File: src/rtl/stopwatch_pkg.sv
// Shared definitions for the stopwatch control slice: FSM state encoding
// and default timing parameters.
package stopwatch_pkg;

   localparam int unsigned DEFAULT_CLK_HZ          = 50_000_000;
   localparam int unsigned DEFAULT_DEBOUNCE_CYCLES = 500_000;

   typedef enum logic [1:0] {
      IDLE    = 2'd0,
      RUNNING = 2'd1,
      PAUSED  = 2'd2,
      LAP     = 2'd3
   } sw_state_t;

endpackage

File: src/rtl/button_conditioner.sv
// Raw pushbutton -> 2-flop synchronizer -> debouncer -> one-cycle press pulse
// on an accepted rising level only.
module button_conditioner
   import stopwatch_pkg::*;
#(
   parameter int unsigned DEBOUNCE_CYCLES = DEFAULT_DEBOUNCE_CYCLES
) (
   input  logic clock,
   input  logic reset_n,
   input  logic btn_raw,
   output logic press
);

   localparam int unsigned      CNT_W    = (DEBOUNCE_CYCLES > 1) ? $clog2(DEBOUNCE_CYCLES) : 1;
   localparam logic [CNT_W-1:0] CNT_LAST = CNT_W'(DEBOUNCE_CYCLES - 1);

   logic             sync_a;
   logic             sync_b;
   logic             level;
   logic [CNT_W-1:0] stable_cnt;

   // A new level is accepted after DEBOUNCE_CYCLES consecutive cycles differing from the old one.
   always_ff @(posedge clock) begin
      if (!reset_n) begin
         sync_a     <= 1'b0;
         sync_b     <= 1'b0;
         level      <= 1'b0;
         stable_cnt <= '0;
         press      <= 1'b0;
      end else begin
         sync_a <= btn_raw;
         sync_b <= sync_a;
         press  <= 1'b0;
         if (sync_b == level) begin
            stable_cnt <= '0;
         end else if (stable_cnt == CNT_LAST) begin
            stable_cnt <= '0;
            level      <= sync_b;
            press      <= sync_b;
         end else begin
            stable_cnt <= stable_cnt + 1'b1;
         end
      end
   end

endmodule

File: src/rtl/stopwatch_control.sv
// Stopwatch control FSM: conditions three buttons, runs the one-second
// prescaler and drives the time counter's clear/hold and the lap freeze.
module stopwatch_control
   import stopwatch_pkg::*;
#(
   parameter int unsigned CLK_HZ          = DEFAULT_CLK_HZ,
   parameter int unsigned DEBOUNCE_CYCLES = DEFAULT_DEBOUNCE_CYCLES
) (
   input  logic       clock,
   input  logic       reset_n,
   input  logic       btn_start_stop,
   input  logic       btn_lap,
   input  logic       btn_clear,
   output logic       count_clear,
   output logic       hold_count,
   output logic       lap_freeze,
   output logic [1:0] state
);

   localparam int unsigned      PSC_W    = $clog2(CLK_HZ);
   localparam logic [PSC_W-1:0] PSC_LAST = PSC_W'(CLK_HZ - 1);

   logic             start_stop_press;
   logic             lap_press;
   logic             clear_press;
   sw_state_t        cur_state;
   sw_state_t        next_state;
   logic             clear_taken;
   logic             counting;
   logic [PSC_W-1:0] prescaler;

   button_conditioner #(.DEBOUNCE_CYCLES(DEBOUNCE_CYCLES)) u_start_stop (
      .clock(clock), .reset_n(reset_n), .btn_raw(btn_start_stop), .press(start_stop_press)
   );
   button_conditioner #(.DEBOUNCE_CYCLES(DEBOUNCE_CYCLES)) u_lap (
      .clock(clock), .reset_n(reset_n), .btn_raw(btn_lap), .press(lap_press)
   );
   button_conditioner #(.DEBOUNCE_CYCLES(DEBOUNCE_CYCLES)) u_clear (
      .clock(clock), .reset_n(reset_n), .btn_raw(btn_clear), .press(clear_press)
   );

   always_ff @(posedge clock) begin
      if (!reset_n) cur_state <= IDLE;
      else          cur_state <= next_state;
   end

   // Clear only acts in PAUSED, so elsewhere it must not mask start_stop.
   always_comb begin
      next_state  = cur_state;
      clear_taken = 1'b0;
      case (cur_state)
         IDLE: begin
            if (start_stop_press) next_state = RUNNING;
         end
         RUNNING: begin
            if (start_stop_press) next_state = PAUSED;
            else if (lap_press)   next_state = LAP;
         end
         LAP: begin
            if (start_stop_press) next_state = PAUSED;
            else if (lap_press)   next_state = RUNNING;
         end
         PAUSED: begin
            if (clear_press) begin
               next_state  = IDLE;
               clear_taken = 1'b1;
            end else if (start_stop_press) begin
               next_state = RUNNING;
            end
         end
         default: next_state = IDLE;
      endcase
   end

   assign counting = (cur_state == RUNNING) || (cur_state == LAP);

   always_ff @(posedge clock) begin
      if (!reset_n || cur_state == IDLE) begin
         prescaler <= '0;
      end else if (counting) begin
         prescaler <= (prescaler == PSC_LAST) ? '0 : prescaler + 1'b1;
      end
   end

   always_ff @(posedge clock) begin
      if (!reset_n) count_clear <= 1'b1;
      else          count_clear <= clear_taken;
   end

   assign hold_count = !(counting && prescaler == PSC_LAST);
   assign lap_freeze = (cur_state == LAP);
   assign state      = cur_state;

endmodule

File: config.mk
export PLATFORM = sky130hd
export DESIGN_NAME = stopwatch_control
export DESIGN_NICKNAME = d
export VERILOG_FILES = /design/src/rtl/stopwatch_pkg.sv /design/src/rtl/button_conditioner.sv /design/src/rtl/stopwatch_control.sv
export SDC_FILE = /design/constraint.sdc
export NUM_CORES = 1
export LEC_CHECK = 0
export ABC_AREA = 1
export BUFFER_PORTS_ARGS = -buffer_cell sky130_fd_sc_hd__buf_2
export CAP_MARGIN = 20
export CORE_MARGIN = 2
export CORE_UTILIZATION = 50
export DETAILED_ROUTE_END_ITERATION = 6
export PLACE_DENSITY_LB_ADDON = 0.25
export SLEW_MARGIN = 15
export SYNTH_ARGS = -nofsm -noshare
export SYNTH_HDL_FRONTEND = slang
export SYNTH_HIERARCHICAL = 1
export SYNTH_SLANG_ARGS = --single-unit
File: constraint.sdc
create_clock -name clock -period 1.6 [get_ports clock]
set_clock_uncertainty 0.15 [all_clocks]
set_input_delay 0.32 -clock clock [delete_from_list [all_inputs] [get_ports clock]]
set_output_delay 0.32 -clock clock [all_outputs]
set_load 0.01 [all_outputs]
---- After elaboration in Yosys (flattened, before gate mapping) ----
Index checks and enable logic that the tools add are counted.
storage, ports and cells
  register bits after elaboration ......... 98
  bits of input ports ..................... 5
  output and inout bits ................... 5
  logic and storage cells ................. 67
cells by class
  add/subtract/negate cells ............... 4
  equal/unequal tests ..................... 12
  mux-type cells .......................... 10
  bitwise operators ....................... 7
  reduce and logical (&&, ||, !) cells .... 16
operator list
  kind                                                              number
  19-bit by 1-bit adder with 19-bit output (second input constant)  3
  19-bit == test (second input constant)                            3
  26-bit by 1-bit adder with 26-bit output (second input constant)  1
  26-bit == test (second input constant)                            1
  26-bit two-way mux                                                1
  3-bit OR reduction                                                6
  2-bit two-way mux                                                 6
  2-bit one-hot mux with 4 select lines                             1
  2-bit AND reduction                                               4
  1-bit NOT                                                         7
  3-bit by 1-bit != test with 1-bit output (second input constant)  2
  2-bit == test (second input constant)                             2
  1-bit == test                                                     3
  2-bit by 1-bit == test with 1-bit output (second input constant)  1
  1-bit logical NOT                                                 2
  2-bit logical NOT                                                 1
  1-bit logical OR                                                  2
  1-bit two-way mux                                                 2
  1-bit logical AND                                                 1

---- Logic depth before layout (Yosys ltp) ----
  depth after elaboration ................. 4
  gate-level depth with buffers ........... 9

---- Cells and area by module ----
The synthesis kept the hierarchy.
modules (own cells, without submodules)
  module              instances  cells each  area each (um^2)
  button_conditioner  3          171         1219.9
  stopwatch_control   1          256         1692.9

---- Least setup slack after synthesis ----
Ideal clock, no wire load.
  kind .................................... register -> output
  start ................................... register prescaler[0]
  end ..................................... output port hold_count
  arrival ................................. 1.063 ns
  setup slack ............................. 0.067 ns
  cell stages (with the launch flop) ...... 7
  path buffers ............................ 0
  cells stage by stage .................... dfxtp_1 ha_1 inv_1 nor2_1 nand2_1 nor3_1 nand3_1
on the way
  cells in the longest elaborated chain, start to end .. 3
ends and longest elaborated chain
  element                 RTL line                 source
  start, declared         stopwatch_control.sv:30  logic [PSC_W-1:0] prescaler;
  start signal, assigned  stopwatch_control.sv:81  prescaler <= (prescaler == PSC_LAST) ? '0 : prescaler + 1'b1;
  26-bit == test          stopwatch_control.sv:90  assign hold_count = !(counting && prescaler == PSC_LAST);
  1-bit logical AND       stopwatch_control.sv:90
  1-bit logical NOT       stopwatch_control.sv:90
  end, declared           stopwatch_control.sv:15  output logic hold_count,
Every way passes these cells.

---- Worst setup path after layout ----
  start ................................... register prescaler[24]
  end ..................................... output port hold_count
The elaborated chain is that of the path after synthesis.

==> results_dict.tcl <==
set metrics [dict create \
    grt_remaining_overflow 0 \
    slew_headroom_pct 81.43 \
    dp.cells 929 \
    hold_violations 0 \
    synth_top_flop_cell "sky130_fd_sc_hd__dfxtp_1" \
    timing.final.setup_violations 11 \
    die_h_um 107.5 \
    tritoncts_clock_tree "done" \
    root_buffer_cell "sky130_fd_sc_hd__clkbuf_8" \
    netlist_top_cells_area "sky130_fd_sc_hd__dfxtp_1 (37%), sky130_fd_sc_hd__nand2_1 (12%), sky130_fd_sc_hd__nor2_1 (8.8%)" \
    share_seq_of_total_power_pct 60.7 \
    cts_buffer_depth 2 \
    synth_seq_area_share_pct 36.65 \
    async_reset_ff_share_pct 0 \
    drive_above_1_share_pct 26.55 \
    post-route-worst-setup-slack_ns -0.3391 \
    ys.warnings.count 6 \
    total_design_power_uw 4042 \
    final_nets 830 \
    cts_num_sinks 98 \
    detail_route.drc_violations 0 \
    syn-num-nets 779 \
    critPathLaunchType "flop" \
    ys_ff_latch 98 \
    initial_standard_cell_utilization_of_the_core_pct 51.62 \
    clock_latency_ns 0.37 \
    timing.hold.worst.class "in2reg" \
    die_area_mm2 0.01155 \
    timing.setup.critical_path_class "reg2out" \
    power_switching_share_pct 23.53 \
    vdd.ir_drop.worst_v 0.0003971 \
    post-place-ws_ns -0.06699 \
    timing.final.crit_share_pct 121.2 \
    crit_arrival_ns 1.47 \
    count_of_final_max_slew_check_failures 0 \
    wl_per_cell_um 12.17 \
    postSynthCellCount 769 \
    stdcell_count 961 \
    placement.cell_area_mm2 0.005645 \
    critical_path.endpoint_type "output pin" \
    floorplan.core_area_mm2 0.01037 \
    grt_start_max_net_pins 17 \
    number_of_flops_mapped_to_enable_cells_by_yosys 0 \
    ant_nets 0 \
    power_report.internal_total_uw 3091 \
    cts_made_buffers 9 \
    grt_pass1_vias 4517 \
    place.detailed.hpwl_um 8168 \
    power_frac_comb_pct 1.8 \
    unrepaired_setup_endpoints_after_global_routing "true" \
    total_leakage_power_uw 0.002046 \
    wire_length_after_detailed_routing_um 11700 \
    violations "negative setup slack" \
    tightest_slew_ns 0.2779 \
    final_period_minus_worst_setup_slack_ns 1.939 \
    netlist.top_cell.by_area "sky130_fd_sc_hd__dfxtp_1" \
    yosysTopAreaCellShare_pct 36.65 \
    numPortBuffers 9 \
    power_switching_uw 951.1 \
    groute.usage.overall_pct 20.60 \
    worst_ep_required_time_ns 1.13 \
    run_status "finished, violations left" \
    critPathMaxFanout 3 \
    synthesis.area_per_instance_um2 6.961 \
    die_width_um 107.5 \
    grt_first_pass_wirelength_um 19350 \
    ios 10 \
    synthesis.area_mm2 0.005353 \
    clock.fmax_mhz 515.7 \
    routed-via-count 4887 \
    power-per-cell-area_mw_per_mm2 640.2 \
    drt_iter0_markers 228 \
    synth_commonest_cells "sky130_fd_sc_hd__nand2_1 (171), sky130_fd_sc_hd__nor2_1 (126), sky130_fd_sc_hd__dfxtp_1 (98)" \
    initial_antenna_violation_count 0 \
    final_cell_area_mm2 0.006314 \
    cap_viol_max_count 0 \
    gp_congestion 0.9184 \
    cts_h_tree_lvls 3 \
    power.share.clock_pct 37.6 \
    vias_per_cell 5.085 \
    area.growth.synth_to_final_pct 17.95 \
    finalSetupTns_ns -0.5373 \
    antenna-diode-count 0 \
    yosys_cell_types 34 \
    num_rows 37 \
    clkSlewWorstSetupHoldPaths_ns 0.10 \
    initial_drt_pass_iterations 7 \
    synth.most_common_cell "sky130_fd_sc_hd__nand2_1" \
]
==> cells in the final DEF, fill, tap and decap left out, drive strengths merged, types with 4 or more instances in the layout <==
cell	n
dfxtp	98
o21ai	12
xnor2	9
nor3	9
a21oi	35
clkinv	4
or2	7
inv	91
nand3	72
xor2	21
nand3b	4
buf	40
nand2	190
nand4	17
ha	5
nor2	187
and2	4
clkbuf	11
==> what timing repair did <==
action                                 in CTS  in global routing
pin swaps                                   7                 23
gates resized for setup                    23                 76
hold buffers                                3                  0
setup buffers                               4                  6
endpoints found under the hold margin       3                  0
cloned                                      1                  4
setup endpoints to repair                  33                 85
==> state kept, by name, indices dropped and copies added (netlist names) <==
name / cells
u_clear/sync_b: 1
count_clear: 1
u_clear/press: 1
u_lap/level: 1
u_start_stop/press: 1
prescaler: 26
u_clear/stable_cnt: 19
u_clear/level: 1
u_start_stop/sync_a: 1
u_lap/stable_cnt: 19
u_start_stop/stable_cnt: 19
u_clear/sync_a: 1
state: 2
u_start_stop/level: 1
u_start_stop/sync_b: 1
u_lap/sync_a: 1
u_lap/sync_b: 1
u_lap/press: 1
==> worst max-delay path: stages (launching register included) <==
cell                      delay, ns
sky130_fd_sc_hd__dfxtp_2       0.35
sky130_fd_sc_hd__inv_2         0.06
sky130_fd_sc_hd__nand3_1       0.10
sky130_fd_sc_hd__nor4_1        0.30
sky130_fd_sc_hd__nand3_1       0.13
sky130_fd_sc_hd__buf_2         0.16
==> metrics by stage <==
step / hold slack, ns / utilization, %
floorplan: 0.2400 / -
global placement: 0.2505 / 54.44
detailed placement: 0.2479 / 54.44
CTS: 0.1255 / 57.63
global route: 0.1450 / 60.88
finish: 0.1377 / 60.88
==> final cells by class <==
type	count	area [um2]
inverters	91	364.1
clock inverters	5	38.79
flip-flops and latches	98	1981
repair buffers	43	355.3
clock buffers	11	141.4
fillers	957	4056
multi-input cells	577	3263
well taps	136	170.2
==> logic make-up after synthesis <==
family,after synthesis,share of synthesized area (%)
xor gates and xnor gates,30,4.909
and+or+nand+nor,489,43.90
buffers and inverters,98,8.018
DFF,98,36.65
muxes,1,0.1870
AOI/OAI and AO/OA,48,5.166
adders and majority gates,5,1.169
==> routing by layer <==
| layer | global-route usage, % | vias to the layer above | wire length (um) |
|---|---|---|---|
| li1 | - | 2539 | - |
| met1 | 26.56 | 2209 | 5424 |
| met2 | 34.36 | 118 | 5545 |
| met3 | 2.966 | 21 | 513 |
| met4 | 8.883 | 0 | 214 |
| met5 | 0 | - | 0 |
==> path summary, 6_finish.rpt <==
check / depth (start not counted) / startpoint / slack [ns] / endpoint
setup / recovery: 5 / prescaler[24] / -0.34 / hold_count
hold / removal: 3 / reset_n / 0.14 / u_clear/sync_a
setup reg to reg: 9 / prescaler[1] / -0.03 / prescaler[2]
hold reg to reg: 2 / u_lap/sync_a / 0.27 / u_lap/sync_b
==> power by group through the flow <==
stage,clock [uW],sequential (uW),combinational [uW]
final,1520,2450,70.8
after global routing,1670,2460,79.7
after CTS,1570,2450,65.2
after detailed placement,0,2510,57.5
after global placement,0,2510,56.0
after floorplan,0,2510,43.3
Note: power is estimated with default switching activity, not from simulation.
